===== config.mk =====
export PLATFORM = sky130hd
export DESIGN_NAME = program_counter_unit
export DESIGN_NICKNAME = d
export VERILOG_FILES = /design/src/rtl/program_counter_unit_pkg.sv /design/src/rtl/program_counter_unit_link_regs.sv /design/src/rtl/program_counter_unit.sv
export SDC_FILE = /design/constraint.sdc
export NUM_CORES = 1
export LEC_CHECK = 0
export BUFFER_PORTS_ARGS = -buffer_cell sky130_fd_sc_hd__buf_4
export CAP_MARGIN = 20
export CORE_MARGIN = 1.5
export CORE_UTILIZATION = 45
export DETAILED_ROUTE_END_ITERATION = 8
export SLEW_MARGIN = 40
export SYNTH_ARGS = -nofsm -noshare
export SYNTH_HDL_FRONTEND = slang
export SYNTH_SLANG_ARGS = --single-unit

===== constraint.sdc =====
create_clock -name Clk -period 4.55 [get_ports Clk]
set_input_delay 0.2275 -clock Clk [delete_from_list [all_inputs] [get_ports Clk]]
set_output_delay 0.2275 -clock Clk [all_outputs]
set_load 0.02 [all_outputs]

===== src/rtl/program_counter_unit_pkg.sv =====
// Shared definitions for the fetch-side program counter unit.
package program_counter_unit_pkg;

    typedef enum logic [1:0] {PC_IDLE, PC_RUN, PC_HALT} pc_state_t;

    localparam logic [1:0] kPCSelNone = 2'b00;
    localparam logic [1:0] kPCSel1    = 2'b01;
    localparam logic [1:0] kPCSel2    = 2'b10;
    localparam logic [1:0] kPCSel3    = 2'b11;

endpackage


===== src/rtl/program_counter_unit_link_regs.sv =====
// Three link registers with one write port, one combinational read port and a bulk clear.
module pc_link_regs
    import program_counter_unit_pkg::*;
#(
    parameter int PC_W = 10
) (
    input  logic            clk,
    input  logic            rst_n,
    input  logic            clr,
    input  logic            we,
    input  logic [1:0]      wr_sel,
    input  logic [PC_W-1:0] wr_data,
    input  logic [1:0]      rd_sel,
    output logic [PC_W-1:0] rd_data
);

    logic [2:0][PC_W-1:0] link_q, link_d;

    always_comb begin
        link_d = link_q;
        if (clr) begin
            link_d = '0;
        end else if (we) begin
            case (wr_sel)
                kPCSel1: link_d[0] = wr_data;
                kPCSel2: link_d[1] = wr_data;
                kPCSel3: link_d[2] = wr_data;
                default: ;
            endcase
        end
    end

    always_ff @(posedge clk or negedge rst_n) begin
        if (!rst_n) link_q <= '0;
        else        link_q <= link_d;
    end

    always_comb begin
        case (rd_sel)
            kPCSel1: rd_data = link_q[0];
            kPCSel2: rd_data = link_q[1];
            kPCSel3: rd_data = link_q[2];
            default: rd_data = '0;
        endcase
    end

endmodule


===== src/rtl/program_counter_unit.sv =====
// Program counter sequencer: IDLE/RUN/HALT FSM, next-PC mux, zero flag and run-cycle counter.
module program_counter_unit
    import program_counter_unit_pkg::*;
#(
    parameter int PC_W       = 10,
    parameter int SPC_OFFSET = 2,
    parameter int CNT_W      = 16
) (
    input  logic             Clk,
    input  logic             Reset,
    input  logic             Start,
    input  logic             JumpEqual,
    input  logic             JumpNotEqual,
    input  logic             OffsetEn,
    input  logic [1:0]       PCRegSelect,
    input  logic             Ack,
    input  logic             ZeroIn,
    input  logic             FlagWrEn,
    output logic [PC_W-1:0]  ProgCtr,
    output logic             Zero,
    output logic             Done,
    output logic [CNT_W-1:0] CycleCount
);

    pc_state_t        state_q, state_d;
    logic             start_q;
    logic [PC_W-1:0]  pc_q, pc_d;
    logic             zero_q, zero_d;
    logic [CNT_W-1:0] cnt_q, cnt_d;

    logic             link_we, link_clr;
    logic [PC_W-1:0]  link_rd, spc_data;
    logic             jump_taken, is_spc;

    // Branches use the flag as registered before this edge, never ZeroIn.
    assign jump_taken = (PCRegSelect != kPCSelNone) &&
                        ((JumpEqual && zero_q) || (JumpNotEqual && !zero_q));
    assign is_spc     = (PCRegSelect != kPCSelNone) && !JumpEqual && !JumpNotEqual;
    assign spc_data   = pc_q + (OffsetEn ? PC_W'(SPC_OFFSET) : PC_W'(1));

    always_comb begin
        state_d  = state_q;
        pc_d     = pc_q;
        zero_d   = zero_q;
        cnt_d    = cnt_q;
        link_we  = 1'b0;
        link_clr = 1'b0;
        case (state_q)
            PC_IDLE: begin
                pc_d = '0;
                if (!Start && start_q) state_d = PC_RUN;
            end
            PC_RUN: begin
                if (Start) begin
                    state_d  = PC_IDLE;
                    pc_d     = '0;
                    zero_d   = 1'b0;
                    cnt_d    = '0;
                    link_clr = 1'b1;
                end else begin
                    cnt_d = (cnt_q == '1) ? cnt_q : cnt_q + 1'b1;
                    if (Ack) begin
                        state_d = PC_HALT;
                    end else begin
                        pc_d    = jump_taken ? link_rd : pc_q + 1'b1;
                        link_we = is_spc;
                        if (FlagWrEn) zero_d = ZeroIn;
                    end
                end
            end
            PC_HALT: begin
                if (Start) begin
                    state_d  = PC_IDLE;
                    pc_d     = '0;
                    zero_d   = 1'b0;
                    cnt_d    = '0;
                    link_clr = 1'b1;
                end
            end
            default: state_d = PC_IDLE;
        endcase
    end

    always_ff @(posedge Clk or negedge Reset) begin
        if (!Reset) begin
            state_q <= PC_IDLE;
            start_q <= 1'b0;
            pc_q    <= '0;
            zero_q  <= 1'b0;
            cnt_q   <= '0;
        end else begin
            state_q <= state_d;
            start_q <= Start;
            pc_q    <= pc_d;
            zero_q  <= zero_d;
            cnt_q   <= cnt_d;
        end
    end

    pc_link_regs #(.PC_W(PC_W)) u_link_regs (
        .clk     (Clk),
        .rst_n   (Reset),
        .clr     (link_clr),
        .we      (link_we),
        .wr_sel  (PCRegSelect),
        .wr_data (spc_data),
        .rd_sel  (PCRegSelect),
        .rd_data (link_rd)
    );

    assign ProgCtr    = pc_q;
    assign Zero       = zero_q;
    assign Done       = (state_q == PC_HALT);
    assign CycleCount = cnt_q;

endmodule


# Word level (Yosys, flattened, before mapping)
# Index checks and enable logic that the tools add are counted.
[totals]
in_bits = 11
elab_cells = 81
output_inout_bits = 28
reg_bits = 60
[classes]
reduce_logical = 27
add_sub_neg = 3
n_eq_ne = 12
muxes = 31
[op_table]
columns = ["op", "n"]
rows = [
  ["10-bit 2-to-1 mux", 7],
  ["30-bit 2-to-1 mux", 2],
  ["10-bit case mux with 3 select lines", 2],
  ["16-bit 2-to-1 mux", 3],
  ["16-bit case mux with 2 select lines", 1],
  ["16-bit by 1-bit adder with 16-bit output, second input constant", 1],
  ["16-bit equality test, second input constant", 1],
  ["3-bit inequality test, second input constant", 4],
  ["2-bit nonzero test", 6],
  ["10-bit by 1-bit adder with 10-bit output, second input constant", 1],
  ["10-bit by 2-bit adder with 10-bit output", 1],
  ["2-bit 2-to-1 mux", 5],
  ["1-bit 2-to-1 mux", 9],
  ["3-bit AND reduction", 3],
  ["2-bit equality test, second input constant", 3],
  ["1-bit logical AND", 6],
  ["2-bit case mux with 3 select lines", 1],
  ["2-bit AND reduction", 3],
  ["2-bit by 1-bit equality test with 1-bit output, second input constant", 2],
  ["1-bit logical NOT", 4],
  ["2-bit inequality test, second input constant", 2],
  ["4-bit AND reduction", 1],
  ["3-bit nonzero test", 1],
  ["2-bit logical NOT", 1],
  ["other kinds (3)", 3],
]

# Longest topological paths before layout
[depth]
ltp_word = 8
depth_mapped = 8

# Cells and area by module
# A second synthesis with hierarchy kept.
[unflattened]
cells_unflattened = 407
area_unflattened_um2 = 3935.0
[modules_own_cells]
columns = ["module", "instances", "area_per_inst_um2", "cells_per_inst", "seq_area_each_um2"]
rows = [
  ["program_counter_unit", 1, 2332.2, 270, 750.7],
  ["pc_link_regs", 1, 1602.8, 137, 750.7],
]

# Worst setup path before layout
# OpenSTA, ideal clock, no wires.
[synth_timing]
path_kind = "flip-flop to flip-flop"
from = "register state_q[1]"
to = "register u_link_regs.link_q[25] in the netlist's numbering"
path_buffers = 1
period_less_slack_ns = 2.211
t_required_ns = 4.423
setup_slack_ns = 2.339
t_arrival_ns = 2.084
stages_incl_launch_ff = 8
cell_sequence = "dfrtp_1 inv_1 ha_1 or4b_4 or3_1 buf_6 nand2_4 mux2_1"
[synth_via]
elab_chain_cells = 5
[synth_rtl]
columns = ["item", "line_no", "rtl"]
rows = [
  ["start, declared", "program_counter_unit.sv:25", "pc_state_t state_q, state_d;"],
  ["start signal, assigned", "program_counter_unit.sv:92", "state_q <= state_d;"],
  ["2-bit equality test or 2-bit by 1-bit equality test with 1-bit output (tied branches)", "program_counter_unit.sv:48", "case (state_q)"],
  ["2-bit OR reduction (no source line)", "-", ""],
  ["1-bit 2-to-1 mux", "-", ""],
  ["2-bit nonzero test (no source line)", "-", ""],
  ["2-bit AND reduction (no source line)", "-", ""],
  ["end signal, assigned", "program_counter_unit_link_regs.sv:35", "else link_q <= link_d;"],
  ["end, declared", "program_counter_unit_link_regs.sv:17", "logic [2:0][PC_W-1:0] link_q, link_d;"],
]
# Parallel ways exist; a longest one is shown, timed or not.
# A chain may end at the register's enable or synchronous reset.

# Worst setup path in the final report
[layout_timing]
from = "register state_q[1]"
to = "register u_link_regs.link_q[18] in the netlist's numbering"
# The elaborated chain is that of the path after synthesis.

==> results.py <==
metrics = {
    "timing": {
        "timing.setup.tns_ns": 0,
        "slew-limit-headroom_pct": 45.4,
        "report.final.setup_viol": 0,
        "min_period_over_period_pct": 59.5,
        "finalWorstPathRequiredPeriod_ns": 2.71,
        "worst_pin_slew_ns": 0.814,
        "fmaxAchievable_mhz": 369,
        "hold_slack_ns": 0.102,
        "finalWorstSetupSlack_ns": 1.84,
        "setup_repair_after_global_routing_missed_its_margin": "no",
        "report.final.hold_viol_count": 0,
        "final_max_slew_viol_count": 0,
        "fin_skew_ns": 0.00888,
    },
    "cts": {
        "ctsRootBufferMaster": "sky130_fd_sc_hd__clkbuf_8",
        "htree_num_levels": 3,
        "ctsResizeCount": 0,
        "cts_tree": "yes",
        "postCtsSetupRepairBufs": 0,
        "clkLatencyLatePin_ns": 0.34,
        "clk_pin_slew_ns": 0.07,
        "ctsLongestPathBuffers": 2,
        "cts_hold_buffers": 1,
        "numCtsBuffers": 9,
        "number_of_clock_sinks": 60,
    },
    "flow_run": {
        "cap_violations": 0,
    },
    "yosys": {
        "yosysSeqAreaShare_pct": 41.7,
        "postSynthAreaPerCell_sq_um": 9.59,
        "dominantRegCellSynth": "sky130_fd_sc_hd__dfrtp_1",
        "number_of_enable_type_register_cells_in_the_synthesized_netlist": 0,
        "synth_seq_cells": 60,
        "yosysTopAreaCellShare_pct": 41.7,
        "netlist_top_cells_area": "sky130_fd_sc_hd__dfrtp_1, sky130_fd_sc_hd__mux2_2, sky130_fd_sc_hd__mux2i_1, sky130_fd_sc_hd__o31ai_1, sky130_fd_sc_hd__o21ai_0",
        "yosysTopAreaCell": "sky130_fd_sc_hd__dfrtp_1",
        "yosysUniqueCellTypes": 60,
        "yosys_warnings": 0,
        "mappedNetlistArea_sq_um": 3600,
        "synth_async_sr_flop_share_pct": 100,
        "syn-instance-count": 375,
        "synth_nets": 396,
    },
    "finish": {
        "final-seq-area_sq_um": 1500,
        "areaGrowthSynthToFinish_pct": 15.2,
        "multi_input_combinational_cell_area_sq_um": 1920,
        "final_nets": 421,
        "antenna_cells": 0,
        "nFillCells": 690,
        "final_layout_size_suffix_gt1_share_pct": 21.2,
    },
    "route": {
        "postRouteAntennaNets": 0,
        "totalWireLength_um": 9060,
        "drc": 0,
        "viasPerCell": 6.01,
        "mean_routed_wirelength_per_cell_um": 17.9,
        "drt_pre_antenna_iters": 5,
        "drt-initial-drc-count": 215,
        "vias": 3047,
    },
    "global_routing": {
        "grt_start_max_net_pins": 61,
        "number_of_global_route_vias_before_repair": 2894,
        "grt_use_total_pct": 22.9,
        "grt_remaining_overflow": 0,
        "grt_antenna_before_repair": 0,
        "met2_resource_use_gr_pct": 33.8,
        "grt.busiest_layer": "met2",
        "groute.layer.met3.usage_pct": 5.91,
        "globalRouteMet1Util_pct": 32.8,
        "grt_first_pass_wirelength_um": 15100,
    },
    "worst_hold_path": {
        "classification_of_the_worst_slack_hold_path": "primary input to flop",
    },
    "worst_setup_path": {
        "end_kind": "flop",
        "crit_path_start_kind": "flop",
        "critical_path_arrival_ns": 2.93,
        "crit_required_ns": 4.77,
        "r2r_slack_ns": 1.84,
        "path_class": "flop to flop",
        "worstPathMaxFanout": 13,
    },
    "die": {
        "initial_core_util_pct": 46.6,
        "placementRows": 32,
        "dieArea_sq_um": 8540,
        "die_width_um": 92.4,
        "io_pins": 39,
        "die_height_um": 92.4,
        "core_area_sq_um": 7730,
    },
    "power_and_ir_drop": {
        "internal_power_contribution_mw": 1.05,
        "p_leak_nw": 1.80,
        "cellPowerDensity_nw_per_um2": 394,
        "power.share.switching_pct": 35.9,
        "total_switching_power_mw": 0.586,
        "clock_power_share_pct": 30.6,
        "comb_power_share_pct": 32.4,
        "power_frac_seq_pct": 37.1,
        "peakVddDrop_mv": 0.270,
    },
    "placed_design": {
        "detailed_place_hpwl_um": 6170,
        "dp_slack_ns": 1.87,
        "port-buffer-count": 38,
        "gpl.final_weighted_congestion": 0.814,
    },
    "status": {
        "status": "finished clean",
    },
}
## kinds of logic (layout without fill, tap and decap cells)
kind of cell / Yosys count / count (layout) / synth area share [%]
and+or+nand+nor: 112 / 112 / 18.0
AOI/OAI and AO/OA: 108 / 108 / 19.9
buffers and inverters: 47 / 77 / 5.67
xor gates and xnor gates: 5 / 5 / 1.22
muxes: 33 / 33 / 9.81
adders and majority gates: 10 / 10 / 3.69
DFF: 60 / 60 / 41.7
## final timing paths
kind                                       start                endpoint  cells after the start
max                                   state_q[1]  u_link_regs.link_q[18]                      6
min                                        Start                 start_q                      1
max reg2reg                           state_q[1]  u_link_regs.link_q[18]                      6
min reg2reg                u_link_regs.link_q[6]   u_link_regs.link_q[6]                      2
max in group asynchronous                  Reset              ProgCtr[4]                      2
min in group asynchronous                  Reset                 start_q                      2
## per-layer routing
| layer | up-vias | wire (um) |
|---|---|---|
| met4 | 0 | 68 |
| met5 | - | 0 |
| li1 | 1448 | - |
| met2 | 89 | 4080 |
| met1 | 1504 | 4390 |
| met3 | 6 | 519 |
## Yosys cell counts, types with 7 or more instances
cell type and count:
sky130_fd_sc_hd__o21ai_0 23, sky130_fd_sc_hd__dfrtp_1 60, sky130_fd_sc_hd__o22ai_1 9, sky130_fd_sc_hd__ha_1 9, sky130_fd_sc_hd__nand3_1 17, sky130_fd_sc_hd__a21oi_1 17
sky130_fd_sc_hd__mux2_2 16, sky130_fd_sc_hd__clkbuf_1 16, sky130_fd_sc_hd__buf_2 7, sky130_fd_sc_hd__a31oi_1 12, sky130_fd_sc_hd__or3_1 8, sky130_fd_sc_hd__nand4_1 7
sky130_fd_sc_hd__mux2i_1 15, sky130_fd_sc_hd__inv_1 20, sky130_fd_sc_hd__o31ai_1 17, sky130_fd_sc_hd__nor2_1 11, sky130_fd_sc_hd__nand2_1 25
## power by group through the flow
stage               Clock (mW)  Sequential (mW)  Combinational [mW]
finish                   0.499            0.605               0.529
global route             0.539            0.612               0.580
CTS                      0.510            0.605               0.524
detailed placement           0            0.614               0.521
global placement             0            0.613               0.513
floorplan                    0            0.627               0.351
## layout by cell type, fill, tap and decap left out, drive strengths merged, types with 7 or more instances in the layout
cell type,instances
a31oi,12
mux2,18
o22ai,9
a21oi,17
ha,9
nor2,11
nand2,26
clkbuf,12
nand3,17
buf,40
or3,8
inv,20
o31ai,17
mux2i,15
nor3,7
nand4,7
dfrtp,60
o21ai,23
## metrics by stage
stage	utilization, %	area [sq um]	power [mW]	std cells
after global routing	53.6	4140	1.73	507
after global placement	50.5	3900	1.13	490
after detailed placement	50.7	3920	1.14	490
after CTS	53.5	4130	1.64	507
final	53.6	4140	1.63	507
after floorplan	-	3600	0.978	375
## registers in the layout (all words and copies together), names as in the netlist
signal and count:
start_q 1, state_q 2, u_link_regs.link_q 30, CycleCount 16, Zero 1, ProgCtr 10
## critical path, cell delays in order (launching register included)
cell	delay, ns
sky130_fd_sc_hd__dfrtp_1	0.41
sky130_fd_sc_hd__inv_1	0.12
sky130_fd_sc_hd__ha_1	0.27
sky130_fd_sc_hd__or4b_4	0.53
sky130_fd_sc_hd__nor4b_4	0.69
sky130_fd_sc_hd__or2_2	0.25
sky130_fd_sc_hd__mux2_2	0.33
## layout make-up
| cell class | count | area share, % |
|---|---|---|
| clock buffer | 12 | 3.75 |
| clock inverter | 4 | 1.15 |
| sequential | 60 | 36.2 |
| multi-input combinational | 268 | 46.4 |
| tap | 102 | 3.08 |
| inverter | 20 | 1.81 |
| timing repair buffer | 41 | 7.58 |
Power figures use the tool's default switching activity.
